<file path="src/rtl/dmac_ch_priority_arb.sv">
// Priority arbiter for DMA channels: the highest-priority requester wins, ties are
// broken round-robin after the last released channel, and a grant is held until done or abort.
module dmac_ch_priority_arb #(
    parameter int NUM_CH    = 8,
    parameter int PRI_WIDTH = 3,
    parameter int IDX_WIDTH = 3
) (
    input  logic                        hclk,
    input  logic                        hresetn,
    input  logic                        arb_en,
    input  logic [NUM_CH-1:0]           ch_req,
    input  logic [NUM_CH*PRI_WIDTH-1:0] ch_pri,
    input  logic                        xfer_done,
    output logic [NUM_CH-1:0]           ch_grant,
    output logic [IDX_WIDTH-1:0]        grant_idx,
    output logic                        grant_vld,
    output logic                        arb_busy
);

    // state    | meaning
    // ST_IDLE  | no grant; wait for an enabled request
    // ST_ARB   | pick the winner from this cycle's requests and priorities
    // ST_GRANT | grant held until xfer_done or the owner drops its request
    typedef enum logic [1:0] {
        ST_IDLE  = 2'd0,
        ST_ARB   = 2'd1,
        ST_GRANT = 2'd2
    } state_e;

    state_e               state_q, state_d;
    logic [NUM_CH-1:0]    grant_q, grant_d;
    logic [IDX_WIDTH-1:0] idx_q, idx_d;
    logic [IDX_WIDTH-1:0] last_q, last_d;
    logic                 vld_q, vld_d;

    logic [PRI_WIDTH-1:0] max_pri;
    logic [NUM_CH-1:0]    cand;
    logic [IDX_WIDTH-1:0] win_idx;
    logic                 win_found;
    logic                 req_ok;
    logic                 release_hit;

    always_comb begin
        max_pri = '0;
        for (int i = 0; i < NUM_CH; i++) begin
            if (ch_req[i] && (ch_pri[i*PRI_WIDTH +: PRI_WIDTH] > max_pri)) begin
                max_pri = ch_pri[i*PRI_WIDTH +: PRI_WIDTH];
            end
        end
    end

    always_comb begin
        cand = '0;
        for (int i = 0; i < NUM_CH; i++) begin
            cand[i] = ch_req[i] && (ch_pri[i*PRI_WIDTH +: PRI_WIDTH] == max_pri);
        end
    end

    // Rotating search: first candidate above last_q, otherwise the lowest candidate (wrap).
    always_comb begin
        win_idx   = '0;
        win_found = 1'b0;
        for (int i = 0; i < NUM_CH; i++) begin
            if (!win_found && cand[i] && (i > int'(last_q))) begin
                win_found = 1'b1;
                win_idx   = IDX_WIDTH'(i);
            end
        end
        for (int i = 0; i < NUM_CH; i++) begin
            if (!win_found && cand[i]) begin
                win_found = 1'b1;
                win_idx   = IDX_WIDTH'(i);
            end
        end
    end

    assign req_ok      = arb_en && (|ch_req);
    assign release_hit = xfer_done || !(|(ch_req & grant_q));

    always_comb begin
        state_d = state_q;
        grant_d = grant_q;
        idx_d   = idx_q;
        vld_d   = vld_q;
        last_d  = last_q;
        case (state_q)
            ST_IDLE: begin
                if (req_ok) begin
                    state_d = ST_ARB;
                end
            end
            ST_ARB: begin
                if (req_ok) begin
                    grant_d = NUM_CH'(1) << win_idx;
                    idx_d   = win_idx;
                    vld_d   = 1'b1;
                    state_d = ST_GRANT;
                end else begin
                    state_d = ST_IDLE;
                end
            end
            ST_GRANT: begin
                if (release_hit) begin
                    grant_d = '0;
                    idx_d   = '0;
                    vld_d   = 1'b0;
                    last_d  = idx_q;
                    state_d = ST_IDLE;
                end
            end
            default: begin
                grant_d = '0;
                idx_d   = '0;
                vld_d   = 1'b0;
                state_d = ST_IDLE;
            end
        endcase
    end

    always_ff @(posedge hclk or negedge hresetn) begin
        if (!hresetn) begin
            state_q <= ST_IDLE;
            grant_q <= '0;
            idx_q   <= '0;
            vld_q   <= 1'b0;
            last_q  <= IDX_WIDTH'(NUM_CH - 1);
        end else begin
            state_q <= state_d;
            grant_q <= grant_d;
            idx_q   <= idx_d;
            vld_q   <= vld_d;
            last_q  <= last_d;
        end
    end

    assign ch_grant  = grant_q;
    assign grant_idx = idx_q;
    assign grant_vld = vld_q;
    assign arb_busy  = (state_q != ST_IDLE);

endmodule

</file>
<file path="config.mk">
export PLATFORM = sky130hd
export DESIGN_NAME = dmac_ch_priority_arb
export DESIGN_NICKNAME = d
export VERILOG_FILES = /design/src/rtl/dmac_ch_priority_arb.sv
export SDC_FILE = /design/constraint.sdc
export NUM_CORES = 1
export LEC_CHECK = 0
export CAP_MARGIN = 20
export CORE_MARGIN = 2
export CORE_UTILIZATION = 55
export CTS_CLUSTER_DIAMETER = 50
export DETAILED_ROUTE_END_ITERATION = 16
export GPL_TIMING_DRIVEN = 0
export PLACE_DENSITY = 0.79
export SLEW_MARGIN = 20
export SYNTH_ARGS = -nofsm -noshare
export SYNTH_HDL_FRONTEND = slang
export SYNTH_SLANG_ARGS = --single-unit
</file>
<file path="constraint.sdc">
create_clock -name hclk -period 3.4 [get_ports hclk]
set_clock_uncertainty 0.15 [all_clocks]
set_input_delay 0.68 -clock hclk [delete_from_list [all_inputs] [get_ports hclk]]
set_output_delay 0.68 -clock hclk [all_outputs]
set_load 0.1 [all_outputs]
</file>
==> qor.csv, run 1 <==
metric;value;unit
min_period;11.04;ns
crit_path_frequent_cell;ha_4;
first_pass_iters;6;
whs;0.334;ns
rr_worst_depth;13;
fmax;0.0906;GHz
grt_pass1_vias;3538;
finalCritPeriodShare;325;%
ys_types;81;
synth-main-ff-cell;dfrtp_1;
leakage;1.78;nW
cts_max_level;1;
crit_type;primary input to register;
fin_nets;530;
ir_worst_vdd;0.508;mV
critPathBufInv;5;
violations;setup timing;
final_hold_viol_count;0;
vias;4088;
cts_buffer_depth;2;
syn_nets;429;
ys_ff_latch;17;
coreArea;0.00514;mm^2
die_x;77.1;um
ios;49;
wire_per_inst;23.7;um
grt_pass1_wl;16.5;mm
initial_core_util;57.1;%
cts_buffers;3;
drc;0;
r2r_setup_slack;-0.41;ns
dp_hpwl;7.10;mm
setup_tns;-83.02;ns
finalMaxSlewViolations;0;
syn_to_final_growth;55.8;%
cts_tree;yes;
synth_cells;380;
cp_top_family;compound AO/OA/AOI/OAI gates;
hp-class;register to register;
worstReg2RegEnd;ch_grant[5];
clock_latency;0.27;ns
synth-edff-count;0;
max_slew_margin;33.6;%
ctsHoldBuffers;0;
cts.sinks;17;
startpoint;ch_req[0];
die_h;77.1;um
required;3.39;ns
antenna_found_initial;0;
finalWirelength;13.0;mm
portBuffers;41;
fillCellCount;235;
synthArstFlopShare;100;%
cp.arrival;11.03;ns
ys_warn_count;0;
drt_iter0_drc;522;
dieArea;0.00594;mm^2
diodes;0;
crit_fanout;6;
ys_seq_area_share;14.6;%
worstSetupEndpoint;grant_idx[1];
critical_path_depth;49;
cts.clk_slew.worst_paths;0.08;ns
setup_ws;-7.64;ns
vias_per_cell;7.43;
cts_root_buf;clkbuf_8;
row_count;26;
grtUsageTotal;33.5;%
start_kind;primary input;
outcome;finished with violations;
place_congestion;0.885;
timing.rr.start;last_q[2];
worstMarginPinSlew;0.993;ns
ant_nets;0;
grt_max_degree;18;
avgSynthCellArea;7.73;um^2
drive_gt1_share;38.1;%
grt_overflow;0;
rsz0062_at_grt;yes;
crit_slowest_cell;o211ai_1;
report.final.setup_viol;12;
cpPeakStageDelay;0.44;ns
end_kind;register;
drv_cap;0;
powerDensity;686;mW/mm^2
synth.cell_area;0.00294;mm^2
## logic make-up (layout without fill, tap and decap cells)
group,Yosys count,count (layout),share of synthesized area (%)
DFF,17,17,14.6
xor gates and xnor gates,17,17,5.07
adders and majority gates,14,14,5.88
muxes,24,24,8.86
buffers and inverters,27,127,3.92
and+or+nand+nor,164,164,30.0
AOI/OAI and AO/OA,117,117,31.7
## worst min path at each step
stage / start / endpoint / slack, ns / depth (start not counted)
6_report: grant_vld / grant_vld / 0.33 / 1
4_1_cts: grant_vld / grant_vld / 0.33 / 1
2_1_floorplan: hresetn / ch_grant[0] / 0.23 / 0
3_3_place_gp: grant_vld / grant_vld / 0.32 / 1
3_5_place_dp: grant_vld / grant_vld / 0.32 / 1
5_1_grt: grant_vld / grant_vld / 0.37 / 1
## cell usage in the layout, fill, tap and decap left out, types with 6 or more instances in the layout
master | Yosys | final
and2_1 | 8 | 6
nand2_1 | 47 | 42
nor2_1 | 24 | 19
nor3_1 | 8 | 6
inv_1 | 11 | 9
xnor2_1 | 9 | 8
dfrtp_1 | 14 | 14
ha_4 | 0 | 9
clkbuf_1 | 12 | 12
mux2_2 | 8 | 6
o31ai_4 | 1 | 8
clkdlybuf4s50_1 | 0 | 33
a21oi_1 | 15 | 11
mux2i_1 | 14 | 10
nand3_1 | 18 | 15
nand4_1 | 18 | 18
o211ai_1 | 7 | 7
buf_4 | 1 | 56
o21ai_0 | 12 | 6
## Yosys cell counts, drive strengths merged, types with 4 or more instances
cell     instances  area [um^2]
a22o             4         35.0
nand2           47          176
and3             4         25.0
a211oi           6         62.6
nor4             5         46.3
xnor2            9         78.8
a31oi            9         68.8
nand4           18          113
buf              4         28.8
nor3             8         40.0
xor2             8         70.1
a22oi            5         37.5
a21o             6         46.3
o21ai           13         65.1
mux2            10          120
a2111oi          5         43.8
nand3           18         90.1
o31ai           10         88.8
a21oi           17         92.6
dfrtp           14          350
ha              13          163
nor2b            6         45.0
and2             9         56.3
clkbuf          12         45.0
nor2            24         90.1
mux2i           14          140
o211ai           7         52.6
inv             11         41.3
## registers in the layout (all words and copies together), names as in the netlist
signal / cells
ch_grant: 8
grant_idx: 3
last_q: 3
state_q: 2
grant_vld: 1
## power by group
| group | leakage [nW] | total (W) | internal (W) | switching (W) |
|---|---|---|---|---|
| combinational | 1.53 | 0.00261 | 0.000996 | 0.00161 |
| clock | 0.0255 | 0.000161 | 0.0000817 | 0.0000796 |
| sequential | 0.219 | 0.000370 | 0.000284 | 0.0000866 |
| total | 1.78 | 0.00314 | 0.00136 | 0.00178 |
## timing repair
item / CTS / global route
pin swaps: 61 / 51
buffers inserted: 33 / 24
setup endpoints to repair: 11 / 11
gates resized for setup: 76 / 36
## cell type report
type / count / area (um^2) / area share (%)
Timing Repair Buffer: 96 / 817 / 17.9
Multi-Input combinational cell: 336 / 3070 / 67.0
Inverter: 11 / 41.3 / 0.903
Sequential cell: 17 / 429 / 9.38
Clock buffer: 3 / 41.3 / 0.903
Buffer: 16 / 87.6 / 1.91
Clock inverter: 1 / 5.00 / 0.109
Tap cell: 70 / 87.6 / 1.91
## per-layer routing
layer | up-vias | GRT usage, % | share of wire [%]
li1 | 1693 | - | -
met1 | 1895 | 42.0 | 37
met2 | 373 | 58.9 | 46
met3 | 127 | 3.41 | 9.9
met4 | 0 | 13.4 | 7.4
met5 | - | 0 | 0
## through the flow
stage          total power, W  instances  area [um^2]  util [%]  setup WS [ns]
6_report              0.00314        550         4570      89.0          -7.64
5_1_grt               0.00323        550         4570      89.0          -8.00
4_1_cts               0.00268        527         4230      82.3          -7.09
3_5_place_dp          0.00222        491         3730      72.5          -8.79
3_3_place_gp          0.00219        491         3730      72.5          -8.60
2_1_floorplan         0.00181        380         3230         -          -7.02
No activity file was read; power rests on OpenSTA's default activity.
==> run 2, diff against run 1 <==
--- a/config.mk
+++ b/config.mk
@@ -7,12 +7,12 @@
 export LEC_CHECK = 0
 export CAP_MARGIN = 20
 export CORE_MARGIN = 2
-export CORE_UTILIZATION = 55
+export CORE_UTILIZATION = 59
 export CTS_CLUSTER_DIAMETER = 50
 export DETAILED_ROUTE_END_ITERATION = 16
 export GPL_TIMING_DRIVEN = 0
-export PLACE_DENSITY = 0.79
-export SLEW_MARGIN = 20
+export PLACE_DENSITY = 0.84
+export SLEW_MARGIN = 15
 export SYNTH_ARGS = -nofsm -noshare
 export SYNTH_HDL_FRONTEND = slang
 export SYNTH_SLANG_ARGS = --single-unit
==> constraint.sdc (replaced) <==
create_clock -name hclk -period 12.8 [get_ports hclk]
set_clock_uncertainty 0.15 [all_clocks]
set_input_delay 2.56 -clock hclk [delete_from_list [all_inputs] [get_ports hclk]]
set_output_delay 2.56 -clock hclk [all_outputs]
set_load 0.1 [all_outputs]
==> run 2 against run 1 <==
  * The run still ends with setup timing left
  * Design area is 3.5% lower
  * Via count stayed put
  * Sequential cell count stayed put
  * Hold slack better by 0.023 ns
  * First-iteration DRC count is 35% higher
  * Global-route usage is 1.1 points higher
  * Critical path type unchanged
==> qor.csv, run 2 (same netlist as run 1, synthesis figures left out) <==
metric;value;unit;change
place_congestion;0.938;;was 0.885
use_met2;59.1;%;was 58.9%
wire_per_inst;24.9;um;was 23.7 um
cp_top_family;compound AO/OA/AOI/OAI gates;;unchanged
hp-class;register to register;;unchanged
cts.clk_slew.worst_paths;0.07;ns;was 0.08 ns
finalMaxSlewViolations;0;;unchanged
cp.arrival;13.35;ns;was 11.03 ns
antenna_found_initial;1;;was 0
first_pass_iters;6;;unchanged
ctsHoldBuffers;0;;unchanged
fin_nets;515;;was 530
drv_cap;0;;unchanged
grt_pass1_vias;3174;;was 3538
whs;0.357;ns;was 0.334 ns
worstMarginPinSlew;0.989;ns;was 0.993 ns
grt_max_degree;18;;unchanged
max_slew_margin;33.9;%;was 33.6%
cts_root_buf;clkbuf_8;;unchanged
busiest_layer;met2;;unchanged
crit_type;primary input to register;;unchanged
setup_ws;-0.572;ns;was -7.64 ns
cts_buffer_depth;2;;unchanged
report.final.setup_viol;11;;was 12
end_kind;register;;unchanged
diodes;0;;unchanged
required;12.78;ns;was 3.39 ns
cts_max_level;1;;unchanged
finalWirelength;13.2;mm;was 13.0 mm
portBuffers;41;;unchanged
coreArea;0.00475;mm^2;was 0.00514 mm^2
min_period;13.37;ns;
vias_per_cell;7.68;;was 7.43
clock_latency;0.26;ns;was 0.27 ns
row_count;25;;was 26
p_total;0.000773;W;was 0.00314 W
post_dp_cell_area;0.00344;mm^2;was 0.00373 mm^2
crit_path_frequent_cell;ha_4;;unchanged
start_kind;primary input;;unchanged
cts_tree;yes;;unchanged
die_x;74.6;um;was 77.1 um
cts.sinks;17;;unchanged
largest_reg_flops;8;;unchanged
cpPeakStageDelay;0.46;ns;was 0.44 ns
ant_nets;0;;unchanged
violations;setup timing;;unchanged
critPathBufInv;2;;was 5
final_area;0.00442;mm^2;was 0.00457 mm^2
final_common_cell;nand2_1;;was buf_4
finalCritPeriodShare;104;%;
crit_slowest_cell;a311o_2;;was o211ai_1
r2r_setup_slack;9.02;ns;was -0.41 ns
dp_hpwl;6.66;mm;was 7.10 mm
drive_gt1_share;34.0;%;was 38.1%
outcome;finished with violations;;unchanged
powerDensity;175;mW/mm^2;was 686 mW/mm^2
layout_common_cells;44 x nand2_1, 39 x buf_4, 33 x clkdlybuf4s50_1;;was 56 x buf_4, 42 x nand2_1, 33 x clkdlybuf4s50_1
syn_to_final_growth;50.4;%;was 55.8%
die_h;74.6;um;was 77.1 um
drc;0;;unchanged
leakage;1.71;nW;was 1.78 nW
fillCellCount;179;;was 235
cts_buffers;3;;unchanged
grt_pass1_wl;15.2;mm;was 16.5 mm
vias;4088;;unchanged
dieArea;0.00556;mm^2;was 0.00594 mm^2
crit_fanout;6;;unchanged
rsz0062_at_grt;yes;;unchanged
final_hold_viol_count;0;;unchanged
ir_worst_vdd;0.155;mV;was 0.508 mV
fmax;0.0748;GHz;
gr-usage-met1;46.9;%;was 42.0%
drt_iter0_drc;704;;was 522
initial_core_util;61.8;%;was 57.1%
met3_usage;3.93;%;was 3.41%
ios;49;;unchanged
grtUsageTotal;34.6;%;was 33.5%
grt_overflow;0;;unchanged
[run 2: final cells by class]
type                            instances  area, um^2  share of cell area, %
Inverter                               11        41.3                  0.935
Clock buffer                            3        41.3                  0.935
Tap cell                               67        83.8                   1.90
Buffer                                 16        92.6                   2.10
Sequential cell                        17         429                   9.72
Clock inverter                          1        5.00                  0.113
Timing Repair Buffer                   81         727                   16.5
Multi-Input combinational cell        336        3000                   67.8
[run 2: layer usage]
| metal | routed length [um] | up-vias |
|---|---|---|
| li1 | - | 1651 |
| met5 | 14 | - |
| met4 | 1100 | 2 |
| met1 | 4470 | 1811 |
| met2 | 5980 | 466 |
| met3 | 1660 | 158 |
[run 2: final timing paths]
check	end	cells after the start	startpoint
setup / recovery	ch_grant[5]	47	ch_pri[5]
hold / removal	grant_vld	1	grant_vld
setup reg to reg	ch_grant[5]	11	last_q[2]
hold reg to reg	grant_vld	1	grant_vld
max in group asynchronous	ch_grant[5]	1	hresetn
min in group asynchronous	ch_grant[4]	1	hresetn
[run 2: timing repair]
| item | 4_1_cts | 5_1_grt |
|---|---|---|
| buffers inserted | 21 | 19 |
| gates resized for setup | 67 | 86 |
| gates cloned | 0 | 0 |
| pin swaps | 20 | 46 |
| endpoints found under the setup margin | 11 | 11 |
[run 2: report_power, final]
group,internal (W),leakage [nW],total [W],switching (W)
Sequential,0.0000755,0.219,0.0000974,0.0000219
Clock,0.0000216,0.0255,0.0000414,0.0000197
Combinational,0.000228,1.47,0.000634,0.000406
[run 2: through the flow]
stage / setup WS [ns] / std cells / setup TNS [ns] / util (%)
floorplan: 0.00762 / 380 / 0 / -
global placement: -1.70 / 488 / -17.94 / 72.3
detailed placement: -2.06 / 488 / -21.82 / 72.3
CTS: 0.0616 / 513 / 0 / 82.6
global route: -0.774 / 532 / -7.00 / 92.9
finish: -0.572 / 532 / -4.94 / 92.9
==> run 3, diff against run 2 <==
--- a/config.mk
+++ b/config.mk
@@ -11,6 +11,7 @@
 export CTS_CLUSTER_DIAMETER = 50
 export DETAILED_ROUTE_END_ITERATION = 16
 export GPL_TIMING_DRIVEN = 0
+export MAX_ROUTING_LAYER = met4
 export PLACE_DENSITY = 0.84
 export SLEW_MARGIN = 15
 export SYNTH_ARGS = -nofsm -noshare
==> run 3 against run 2 <==
  * The flow now stops in global routing (5_1_grt)
  * Synthesized cell count is the same
  * Area after synthesis stayed put
==> qor.csv, run 3 <==
metric;value;unit;change
outcome;aborted with a tool error;;was finished with violations
haltStage;global routing (5_1_grt);;
error_line;[ERROR GRT-0232] Routing congestion too high. Check the congestion heatmap in the GUI.;;
synth_top_area_share;11.9;%;unchanged
yosysMostFrequentCell;nand2_1;;unchanged
initial_core_util;61.8;%;unchanged
portBuffers;41;;unchanged
synthArstFlopShare;100;%;unchanged
place_congestion;0.923;;was 0.938
row_count;25;;unchanged
post_dp_cell_area;0.00344;mm^2;unchanged
avgSynthCellArea;7.73;um^2;unchanged
cts_buffers;3;;unchanged
synth-main-ff-cell;dfrtp_1;;unchanged
ys_warn_count;0;;unchanged
ys_seq_area_share;14.6;%;unchanged
die_h;74.6;um;unchanged
dp_hpwl;6.48;mm;was 6.66 mm
ios;49;;unchanged
cts_buffer_depth;2;;unchanged
synth.cells.most_frequent;47 x nand2_1, 24 x nor2_1, 18 x nand3_1, 18 x nand4_1, 15 x a21oi_1;;unchanged
grt_max_degree;18;;
synth-edff-count;0;;unchanged
cts_root_buf;clkbuf_8;;unchanged
ys_ff_latch;17;;unchanged
syn_nets;429;;unchanged
cts.sinks;17;;unchanged
worst-ep-kind;register data pin;;
grt_overflow;1;;
crit_endpoint;ch_grant[4]$_DFFE_PN0P_/D;;
synth_cells;380;;unchanged
cts_max_level;1;;unchanged
ys_top_cells_by_area;dfrtp_1 12%, nand2_1 6.0%, ha_1 5.5%;;unchanged
grtUsageTotal;69.2;%;
synth_area_leader_cell;dfrtp_1;;unchanged
ys_types;81;;unchanged
synth.cell_area;0.00294;mm^2;unchanged
die_x;74.6;um;unchanged
-- run 3: cell counts after synthesis --
Identical to the previous run, type by type.
-- run 3: cells by family after synthesis --
| logic type | after synthesis | synth area share, % |
|---|---|---|
| XOR/XNOR | 17 | 5.07 |
| buffers and inverters | 27 | 3.92 |
| flip-flops | 17 | 14.6 |
| adder cells (fa/ha/maj) | 14 | 5.88 |
| AO/OA/AOI/OAI | 117 | 31.7 |
| AND/OR/NAND/NOR | 164 | 30.0 |
| multiplexers | 24 | 8.86 |
-- run 3: per-stage QoR --
| step | hold WS [ns] | setup TNS (ns) | setup slack, ns | std cells |
|---|---|---|---|---|
| floorplan | 0.362 | 0 | 0.00762 | 380 |
| global placement | 0.312 | -18.15 | -1.73 | 488 |
| detailed placement | 0.328 | -20.84 | -1.96 | 488 |
| CTS | 0.343 | 0 | 0.0205 | 527 |
-- run 3: routing by layer --
| layer | GRT overflow | global-route usage (%) |
|---|---|---|
| met1 | 0 | 68.1 |
| met2 | 0 | 87.3 |
| met3 | 0 | 48.2 |
| met4 | 1 | 65.9 |
| met5 | - | - |
-- run 3: what timing repair did --
action,4_1_cts
hold buffers,0
gates cloned,0
pin swaps,22
buffers inserted,35
setup endpoints to repair,11
gates resized for setup,64
==> run 4, diff against run 3 <==
--- a/config.mk
+++ b/config.mk
@@ -7,12 +7,10 @@
 export LEC_CHECK = 0
 export CAP_MARGIN = 20
 export CORE_MARGIN = 2
-export CORE_UTILIZATION = 59
-export CTS_CLUSTER_DIAMETER = 50
+export CORE_UTILIZATION = 40
 export DETAILED_ROUTE_END_ITERATION = 16
 export GPL_TIMING_DRIVEN = 0
-export MAX_ROUTING_LAYER = met4
-export PLACE_DENSITY = 0.84
+export PLACE_DENSITY_LB_ADDON = 0.15
 export SLEW_MARGIN = 15
 export SYNTH_ARGS = -nofsm -noshare
 export SYNTH_HDL_FRONTEND = slang
==> run 4 against run 3 <==
  * The run now ends clean
==> qor.csv, run 4 (same netlist as run 1, synthesis figures left out) <==
metric;value;unit;change
drive_gt1_share;30.7;%;
drt_iter0_drc;179;;
outcome;finished, final reports clean;;was aborted with a tool error
rr_worst_depth;11;;
place_congestion;0.862;;was 0.923
hold_depth;1;;
antenna_found_initial;0;;
ant_nets;0;;
final_hold_viol_count;0;;
cts_buffers;3;;unchanged
initial_core_util;40.9;%;was 61.8%
coreArea;0.00718;mm^2;
start_kind;primary input;;
worstMarginPinSlew;0.963;ns;
report.final.setup_viol;0;;
finalMaxSlewViolations;0;;
fillCellCount;643;;
diodes;0;;
vias;3349;;
first_pass_iters;4;;
ios;49;;unchanged
grtUsageTotal;23.4;%;
powerDensity;164;mW/mm^2;
cts.clk_slew.worst_paths;0.06;ns;
dp_hpwl;6.95;mm;was 6.48 mm
finalCritPeriodShare;97.8;%;
largest_reg_flops;8;;
cts_tree;yes;;
fin_nets;510;;
cts_buffer_depth;2;;unchanged
drv_cap;0;;
regArea;429;um^2;
die_x;89.7;um;was 74.6 um
grt_max_degree;18;;
ctsHoldBuffers;0;;unchanged
grt_overflow;0;;
crit_path_frequent_cell;ha_4;;
crit_type;primary input to register;;
wire_per_inst;17.1;um;
syn_to_final_growth;44.5;%;
cts_root_buf;clkbuf_8;;unchanged
crit_slowest_cell;or4_1;;
dieArea;0.00804;mm^2;
grt_pass1_vias;3093;;
cts_max_level;1;;unchanged
final_common_cell;nand2_1;;
crit_fanout;10;;
cpPeakStageDelay;0.56;ns;
min_period;12.52;ns;
layout_common_cells;44 x nand2_1, 36 x buf_4, 33 x clkdlybuf4s50_1;;
max_slew_margin;35.6;%;
required;12.79;ns;
whs;0.340;ns;
vias_per_cell;5.99;;
final_area;0.00424;mm^2;
portBuffers;41;;unchanged
die_h;89.7;um;was 74.6 um
setup_tns;0;ns;
multi_input_area;0.00286;mm^2;
row_count;31;;was 25
clock_latency;0.25;ns;
ir_worst_vdd;0.0540;mV;
post_dp_cell_area;0.00348;mm^2;was 0.00344 mm^2
drc;0;;
rsz0062_at_grt;yes;;
finalWirelength;9.55;mm;
post-place-ws;-2.13;ns;was -1.96 ns
grt_pass1_wl;14.9;mm;
fin_util;59.1;%;
leakage;1.67;nW;
setup_ws;0.282;ns;
fmax;0.0799;GHz;
hp-class;register to register;;
cp.arrival;12.51;ns;
cts.sinks;17;;unchanged
end_kind;register;;
[run 4: routing by layer]
metal	up-vias	wire, um	track usage, %
met5	-	0	0
met4	0	168	6.24
met3	14	322	2.38
met2	81	4610	38.2
met1	1616	4450	32.7
li1	1638	-	-
[run 4: worst max-delay path: cells and delay by family]
| kind | cells | cell delay, ns |
|---|---|---|
| xor gates and xnor gates | 1 | 0.23 |
| adders and majority gates | 8 | 2.28 |
| buffers and inverters | 3 | 0.40 |
| and+or+nand+nor | 15 | 2.31 |
| AOI/OAI and AO/OA | 20 | 3.73 |
| muxes | 3 | 0.99 |
[run 4: through the flow]
stage | cells | power, W
2_1_floorplan | 380 | 0.000449
3_3_place_gp | 520 | 0.000553
3_5_place_dp | 520 | 0.000557
4_1_cts | 545 | 0.000653
5_1_grt | 559 | 0.000745
6_report | 559 | 0.000698
[run 4: report_power, final]
| group | switching (W) | leakage (nW) | internal (W) | total [W] |
|---|---|---|---|---|
| logic | 0.000348 | 1.42 | 0.000216 | 0.000565 |
| clock network | 0.0000175 | 0.0228 | 0.0000220 | 0.0000395 |
| registers | 0.0000183 | 0.219 | 0.0000754 | 0.0000937 |
[run 4: area by class of cell]
| type | instances | area share (%) |
|---|---|---|
| buffer | 16 | 1.89 |
| clock buffer | 4 | 1.06 |
| sequential | 17 | 10.1 |
| multi-input combinational | 336 | 67.5 |
| tap | 99 | 2.92 |
| inverter | 11 | 0.973 |
| timing repair buffer | 76 | 15.6 |
[run 4: worst paths after layout]
path	startpoint	slack [ns]	end
hold / removal	grant_vld	0.34	grant_vld
hold reg to reg	grant_vld	0.34	grant_vld
setup reg to reg	last_q[2]	9.52	ch_grant[4]
max in group asynchronous	hresetn	9.43	state_q[1]
min in group asynchronous	hresetn	2.60	grant_vld
setup / recovery	ch_pri[1]	0.28	ch_grant[1]
[run 4: repair_timing]
item / CTS / global route
pin swaps: 33 / 37
buffers inserted: 21 / 14
setup endpoints to repair: 11 / 11
gates resized for setup: 69 / 50
